## config.mk

```make
export PLATFORM = sky130hd
export DESIGN_NAME = ptr_sync_gray
export DESIGN_NICKNAME = d
export VERILOG_FILES = /design/src/rtl/ptr_sync_gray.sv
export SDC_FILE = /design/constraint.sdc
export NUM_CORES = 1
export LEC_CHECK = 0
export CAP_MARGIN = 10
export CORE_ASPECT_RATIO = 1.2
export CORE_UTILIZATION = 40
export DETAILED_ROUTE_END_ITERATION = 8
export PLACE_DENSITY = 0.79
export SYNTH_ARGS = -nofsm -noshare
export SYNTH_HDL_FRONTEND = slang
export SYNTH_SLANG_ARGS = --single-unit
```

## constraint.sdc

```tcl
create_clock -name clk -period 1.4 [get_ports clk]
set_input_delay 0.21 -clock clk [delete_from_list [all_inputs] [get_ports clk]]
set_output_delay 0.21 -clock clk [all_outputs]
set_load 0.02 [all_outputs]
```

## src/rtl/ptr_sync_gray.sv

```systemverilog
// ptr_sync_gray
// -------------
// Brings a Gray-coded FIFO pointer from the remote clock domain into the
// local clk domain through an STAGES-deep flop chain. After the chain there
// is one history/decode stage that:
//   - registers the binary form of the pointer,
//   - pulses a change strobe,
//   - latches a sticky error when a synchronised step flips more than one
//     bit, which a legal Gray pointer never does.
// A saturating fill counter reports when the chain holds real samples
// instead of reset zeros.
//
// Ports
//   clk          in   local clock, rising edge
//   rst_n        in   asynchronous active-low reset (release synchronised outside)
//   ptr          in   [ADDRSIZE:0] Gray pointer from the remote domain
//   err_clr      in   synchronous clear of err_multibit
//   q_gray       out  [ADDRSIZE:0] synchronised Gray pointer (last sync stage)
//   q_bin        out  [ADDRSIZE:0] registered binary form of q_gray
//   ptr_chg      out  one-cycle pulse in the cycle q_bin first shows a new value
//   valid        out  sync pipeline filled since reset
//   err_multibit out  sticky multi-bit Gray transition flag
//
// Output qualification: there is no handshake. valid is a level qualifier.
// While valid=0, q_bin is not meaningful and ptr_chg is held at 0. Once
// valid is high it stays high until the next reset, and every cycle
// presents a fresh q_gray/q_bin/ptr_chg sample.
module ptr_sync_gray #(
    parameter int ADDRSIZE = 4,
    parameter int STAGES   = 2
) (
    input  logic              clk,
    input  logic              rst_n,
    input  logic [ADDRSIZE:0] ptr,
    input  logic              err_clr,
    output logic [ADDRSIZE:0] q_gray,
    output logic [ADDRSIZE:0] q_bin,
    output logic              ptr_chg,
    output logic              valid,
    output logic              err_multibit
);

    localparam int W  = ADDRSIZE + 1;
    localparam int CW = $clog2(STAGES + 2);
    localparam logic [CW-1:0] FILL_MAX = CW'(STAGES + 1);

    // Fewer than two flops gives no metastability protection.
    generate
        if (STAGES < 2) begin : g_bad_stages
            $error("ptr_sync_gray: STAGES must be >= 2");
        end
    endgenerate

    logic [W-1:0]  sync_q [STAGES];
    logic [W-1:0]  h;
    logic [W-1:0]  diff;
    logic          multi;
    logic [CW-1:0] fill_cnt;

    // Gray to binary: each binary bit is the XOR of all Gray bits at or above it.
    function automatic logic [W-1:0] g2b(input logic [W-1:0] g);
        logic [W-1:0] b;
        b[W-1] = g[W-1];
        for (int i = W - 2; i >= 0; i--) begin
            b[i] = b[i+1] ^ g[i];
        end
        return b;
    endfunction

    // Plain flop chain. Nothing is placed between stages so that the
    // synchronising flops can sit back to back.
    always_ff @(posedge clk or negedge rst_n) begin
        if (!rst_n) begin
            for (int i = 0; i < STAGES; i++) begin
                sync_q[i] <= '0;
            end
        end else begin
            sync_q[0] <= ptr;
            for (int i = 1; i < STAGES; i++) begin
                sync_q[i] <= sync_q[i-1];
            end
        end
    end

    assign q_gray = sync_q[STAGES-1];

    // diff & (diff - 1) clears the lowest set bit. The result is non-zero
    // exactly when two or more bits changed.
    assign diff  = q_gray ^ h;
    assign multi = |(diff & (diff - W'(1)));

    // Counts edges since reset release and saturates. valid rises on the
    // (STAGES+1)th edge: STAGES edges to fill the chain plus one for the
    // decode stage.
    always_ff @(posedge clk or negedge rst_n) begin
        if (!rst_n) begin
            fill_cnt <= '0;
        end else if (fill_cnt != FILL_MAX) begin
            fill_cnt <= fill_cnt + CW'(1);
        end
    end

    assign valid = (fill_cnt == FILL_MAX);

    // History/decode stage. The value of valid before the edge gates
    // ptr_chg and error detection. This hides the zero-to-first-sample
    // step that occurs while the chain fills after reset.
    always_ff @(posedge clk or negedge rst_n) begin
        if (!rst_n) begin
            h            <= '0;
            q_bin        <= '0;
            ptr_chg      <= 1'b0;
            err_multibit <= 1'b0;
        end else begin
            h       <= q_gray;
            q_bin   <= g2b(q_gray);
            ptr_chg <= valid && (diff != '0);
            // A new violation wins over a clear on the same edge.
            if (valid && multi) begin
                err_multibit <= 1'b1;
            end else if (err_clr) begin
                err_multibit <= 1'b0;
            end
        end
    end

endmodule

```

==> results of run 1 <==
## synthesized netlist by cell type
cell type  number  area [µm²]
xor2_1          2       17.52
dfrtp_1        23       575.6
maj3_1          1       10.01
and4_1          1       8.760
a21boi_0        1       7.510
ha_1            1       12.51
a32o_1          1       10.01
xnor2_1         7       61.31
nand3_1         1       5.000
inv_1           2       7.510
mux2_2          1       11.26
o2111ai_1       1       8.760
xnor2_2         1       16.27
buf_4           6       45.04
## cells by family after synthesis
| group | count (synthesis) | share of synthesized area (%) |
|---|---|---|
| AO/OA/AOI/OAI | 3 | 3.297 |
| XOR/XNOR | 10 | 11.93 |
| adder cells (fa/ha/maj) | 2 | 2.826 |
| buffers and inverters | 8 | 6.593 |
| flip-flops | 23 | 72.21 |
| multiplexers | 1 | 1.413 |
| AND/OR/NAND/NOR | 2 | 1.726 |
## worst min-delay path by stage
| stage | start | end | depth (start not counted) |
|---|---|---|---|
| after floorplan | rst_n | err_multibit | 0 |
| after global placement | sync_q[6] | q_gray[1] | 0 |
| after detailed placement | sync_q[6] | q_gray[1] | 0 |
| after CTS | rst_n | q_gray[0] | 2 |
| after global routing | rst_n | h[1] | 2 |
| final | rst_n | sync_q[5] | 2 |
## power by group through the flow
stage | logic, µW | clock network (µW) | registers [µW]
6_report | 187 | 283 | 734
5_1_grt | 202 | 324 | 739
4_1_cts | 183 | 299 | 733
3_5_place_dp | 205 | 0 | 746
3_3_place_gp | 201 | 0 | 744
2_1_floorplan | 76.7 | 0 | 775
## timing repair
item	CTS	global route
pin swaps	0	0
gates cloned	0	0
setup endpoints to repair	14	3
gates resized for setup	17	4
## state kept, by name (all words and copies together) (netlist names)
name and cells:
ptr_chg 1, q_gray 5, q_bin 4, err_multibit 1
sync_q 5, h 5, fill_cnt 2
## cell usage in the layout (no fill, tap or decap)
cell type / instances
dfrtp_1: 22
dlygate4sd2_1: 12
clkdlybuf4s50_1: 7
xnor2_2: 5
xnor2_1: 3
clkbuf_4: 3
xor2_1: 2
inv_1: 2
buf_4: 2
and4_1: 1
a21boi_0: 1
maj3_1: 1
nand3_1: 1
o2111ai_1: 1
a32o_1: 1
mux2_2: 1
ha_1: 1
clkinv_2: 1
buf_2: 1
dfrtp_2: 1
## per-stage QoR
step | setup slack (ps) | total power [µW] | instance area (µm²) | cells
finish | 80.36 | 1204 | 1030 | 88
global route | 9.307 | 1265 | 1030 | 88
CTS | 6.019 | 1214 | 1006 | 88
floorplan | 130.0 | 852.0 | 797.0 | 49
detailed placement | 13.61 | 951.0 | 991.0 | 84
global placement | 69.86 | 944.2 | 991.0 | 84
## final cells by class
class | instances | area, µm²
fill | 169 | 820.8
timing repair buffer | 22 | 195.2
clock inverter | 1 | 5.005
clock buffer | 3 | 22.52
tap | 19 | 23.77
sequential | 23 | 576.8
multi-input combinational | 18 | 198.9
inverter | 2 | 7.507
## metal layers
layer / vias to the layer above / track usage (%) / part of all wire [%]
met5: - / 0 / 0
met4: 0 / 3.125 / 0
met3: 0 / 3.180 / 4.8
met2: 12 / 22.22 / 60
met1: 198 / 11.16 / 35
li1: 194 / - / -
==> impl_metrics.env, run 1 <==
export IMPL_status="finished clean"
export IMPL_post_route_cells_drive_above_1_share_pct=20.29
export IMPL_fin_skew_ps=6.042
export IMPL_regToRegEndpoint="err_multibit"
export IMPL_fp_coreArea_um2=1851
export IMPL_p_switching_uw=299.3
export IMPL_combPwrFrac_pct=15.5
export IMPL_hold_violations=0
export IMPL_path_delay_family="flip-flops"
export IMPL_ys_seq_area_share_pct=72.21
export IMPL_die_x_um=42.75
export IMPL_root_buffer="clkbuf_4"
export IMPL_crit_chain="dlygate4sd2_1"
export IMPL_switching_share_pct=24.86
export IMPL_grt_antenna_before_repair=0
export IMPL_synthCells=49
export IMPL_synthesis_area_um2=797.0
export IMPL_hold_class="in -> async"
export IMPL_area_growth_pct=29.20
export IMPL_track_usage_pct=11.30
export IMPL_routed_wl_um=1054
export IMPL_antenna_cells=0
export IMPL_grt_pass1_vias=437
export IMPL_whs_ps=240.6
export IMPL_cts_tree="built"
export IMPL_rr_worst_depth=4
export IMPL_crit_path_max_fanout=4
export IMPL_ys_types=14
export IMPL_cp_depth=1
export IMPL_fin_crit_sh_pct=94.26
export IMPL_utilization_pct=55.65
export IMPL_cp_buffers_inverters=1
export IMPL_gp_congestion=0.6369
export IMPL_die_h_um=50.90
export IMPL_start_kind="flip-flop"
export IMPL_rsz0062_at_grt="false"
export IMPL_slowest_delay_ps=450
export IMPL_p_leak_uw=0.0004567
export IMPL_crit_type="reg -> out"
export IMPL_maxCapViolCount=0
export IMPL_drc=0
export IMPL_start_util_pct=43.07
export IMPL_row_count=17
export IMPL_syn_avg_cell_area_um2=16.27
export IMPL_crit_arrival_ps=1110
export IMPL_max_vdd_ir_drop_uv=741.9
export IMPL_fmax_mhz=757.8
export IMPL_cts_max_level=1
export IMPL_viasPerCell=4.591
export IMPL_grt_pass1_wl_um=1773
export IMPL_power_density_nw_per_um2=1169
export IMPL_cts_buffers=3
export IMPL_syn_nets=58
export IMPL_post_cts_setup_buffers=0
export IMPL_synth_seq_cells=23
export IMPL_pin_count=21
export IMPL_drtAntennaViolNets=0
export IMPL_regToRegStartpoint="q_gray[1]"
export IMPL_ys_warnings_count=0
export IMPL_rrSetupSlack_ps=90
export IMPL_path_clk_slew_ps=120
export IMPL_setup_viol=0
export IMPL_final_nets=79
export IMPL_wl_per_cell_um=11.98
export IMPL_dr_pass1_iters=2
export IMPL_grt_overflow=0
export IMPL_p_int_uw=904.8
export IMPL_worstSetupEndpointType="output port"
export IMPL_holdBufCountCts=0
export IMPL_clock_sinks=23
export IMPL_maxSlewHeadroom_pct=81.28
export IMPL_worst_pin_slew_ps=278.7
export IMPL_crit_slowest_cell="dfrtp_1"
export IMPL_vias=404
export IMPL_pwr_share_seq_pct=60.9
export IMPL_slew_violations=0
export IMPL_cts_path_max_buffers=2
export IMPL_drt_initial_drc_count=4
export IMPL_hpwl_um=824.3
export IMPL_power_frac_clock_pct=23.5
export IMPL_grt_max_degree=24
export IMPL_critical_path_required_ps=1190
export IMPL_port_buffers=20
export IMPL_worstSetupEndpoint="q_gray[0]"
export IMPL_clk_latency_ps=300
export IMPL_setup_tns_ps=0
export IMPL_dieArea_um2=2176
export IMPL_fin_crit_ps=1320
export IMPL_critPathLaunch="q_gray[0]"
(Power assumes the default switching activity.)
==> inputs of run 2 (changes only) <==
GPL_TIMING_DRIVEN = 1   (was unset)
clock period = 1.36 ns   (was 1.4 ns; I/O delays follow)
==> run 2 against run 1 <==
Against the previous run:
- critical path depth unchanged
- utilization increased by 0.68 points
- worst hold slack improved by 1.8 ps
- clock power increased by 4%
- sequential share of layout area decreased by 0.55 points
- sequential power increased by 3.3%
- design area increased by 1.2%
- wire length decreased by 0.19%
- final cell count increased by 1.1%
- clock skew decreased by 2.7 ps
- power increased by 3.6%
- largest cell class unchanged
- largest power group unchanged
- highest routed layer is now met4
==> impl_metrics.env, run 2 (synthesis gave the netlist of run 1 again) <==
export IMPL_die_h_um=50.90
export IMPL_cts_tree="built"
export IMPL_p_leak_uw=0.0004573
export IMPL_setup_viol=0
export IMPL_grt_pass1_vias=448
export IMPL_crit_slowest_cell="dfrtp_2"
export IMPL_hold_class="in -> async"
export IMPL_grt_max_degree=24
export IMPL_maxCapViolCount=0
export IMPL_root_buffer="clkbuf_4"
export IMPL_dr_pass1_iters=1
export IMPL_drt_initial_drc_count=0
export IMPL_layout_common_cells="21 x dfrtp_1, 10 x dlygate4sd2_1, 7 x clkdlybuf4s50_1"
export IMPL_status="finished clean"
export IMPL_utilization_pct=56.32
export IMPL_routed_wl_um=1052
export IMPL_dieArea_um2=2176
export IMPL_slew_violations=0
export IMPL_grt_overflow=0
export IMPL_rrSetupSlack_ps=70
export IMPL_fin_crit_ps=1312
export IMPL_crit_arrival_ps=1110
export IMPL_crit_chain="dlygate4sd2_1"
export IMPL_drtAntennaViolNets=0
export IMPL_fin_skew_ps=3.293
export IMPL_slowest_delay_ps=470
export IMPL_path_delay_family="flip-flops"
export IMPL_worst_pin_slew_ps=278.1
export IMPL_final_nets=80
export IMPL_max_vdd_ir_drop_uv=870.8
export IMPL_critical_path_required_ps=1160
export IMPL_grt_pass1_wl_um=1932
export IMPL_cts_buffers=3
export IMPL_vias=415
export IMPL_cp_buffers_inverters=1
export IMPL_crit_type="reg -> out"
export IMPL_fin_crit_sh_pct=96.45
export IMPL_gp_congestion=0.6605
export IMPL_die_x_um=42.75
export IMPL_path_clk_slew_ps=110
export IMPL_area_growth_pct=30.77
export IMPL_maxSlewHeadroom_pct=81.46
export IMPL_hold_violations=0
export IMPL_track_usage_pct=12.13
export IMPL_viasPerCell=4.663
export IMPL_post_route_cells_drive_above_1_share_pct=24.29
export IMPL_p_total_uw=1248
export IMPL_grt_antenna_before_repair=0
export IMPL_clk_latency_ps=300
export IMPL_antenna_cells=0
export IMPL_cts_max_level=1
export IMPL_start_util_pct=43.07
export IMPL_fillers=160
export IMPL_clock_sinks=23
export IMPL_cts_path_max_buffers=2
export IMPL_power_density_nw_per_um2=1197
export IMPL_worstSetupEndpointType="output port"
export IMPL_start_kind="flip-flop"
export IMPL_layout_commonest_cell="dfrtp_1"
export IMPL_row_count=17
export IMPL_rsz0062_at_grt="true"
export IMPL_crit_path_max_fanout=4
export IMPL_drc=0
export IMPL_pin_count=21
export IMPL_fp_coreArea_um2=1851
export IMPL_port_buffers=20
export IMPL_wl_per_cell_um=11.82
export IMPL_post_cts_setup_buffers=0
export IMPL_fmax_mhz=762.4
## run 2: changes by cell type in the layout (fill, tap and decap cells not counted), sizes merged
cell           delta
clkinv            -1
clkdlybuf4s15     +1
clkbuf            +2
dlygate4sd2       -2
buf               +1
## run 2: worst register-to-register path, cell delays in order (launching register included)
cell and delay [ps]:
dfrtp_1 450, xnor2_2 220, maj3_1 180, nand3_1 80, a32o_1 260
## run 2: worst paths after layout
path / startpoint / end / cells past startpoint
hold / removal: rst_n / h[3] / 2
max in group asynchronous: rst_n / q_gray[3] / 2
hold reg to reg: sync_q[9] / q_gray[4] / 0
setup reg to reg: q_gray[0] / err_multibit / 4
min in group clk: ptr[4] / sync_q[9] / 1
setup / recovery: q_gray[3] / q_gray[3] / 1
## run 2: report_power, final
part / internal (µW) / switching [µW] / leakage [µW]
combinational: 94.0 / 102 / 0.000187
clock: 114 / 180 / 0.0000150
sequential: 731 / 26.8 / 0.000255
## run 2: cell type report
type / count / area (µm²) / share of cell area (%)
Inverter: 2 / 7.507 / 0.7203
Sequential cell: 23 / 578.1 / 55.46
Multi-Input combinational cell: 18 / 206.4 / 19.81
Tap cell: 19 / 23.77 / 2.281
Timing Repair Buffer: 23 / 200.2 / 19.21
Clock buffer: 4 / 26.28 / 2.521
## run 2: routing by layer
metal / global-route usage (%) / part of all wire [%]
met1: 13.78 / 38
met2: 21.46 / 56
met5: 0 / 0
met4: 4.688 / 1.3
met3: 3.180 / 5.0
## run 2: metrics by stage
| step | setup WS, ps | hold slack [ps] | cells | instance area [µm²] | TNS, ps |
|---|---|---|---|---|---|
| 2_1_floorplan | 90.01 | -91.59 | 49 | 797.0 | 0 |
| 3_3_place_gp | 51.83 | 333.2 | 85 | 998.5 | 0 |
| 3_5_place_dp | 17.28 | 339.5 | 85 | 998.5 | 0 |
| 4_1_cts | 17.05 | 243.6 | 89 | 1012 | 0 |
| 5_1_grt | -9.180 | 251.7 | 89 | 1042 | -16.59 |
| 6_report | 48.34 | 242.4 | 89 | 1042 | 0 |
## run 2: repair_timing
item,4_1_cts,5_1_grt
hold buffers,0,0
cloned,0,0
gates resized for setup,17,9
setup endpoints to repair,14,3
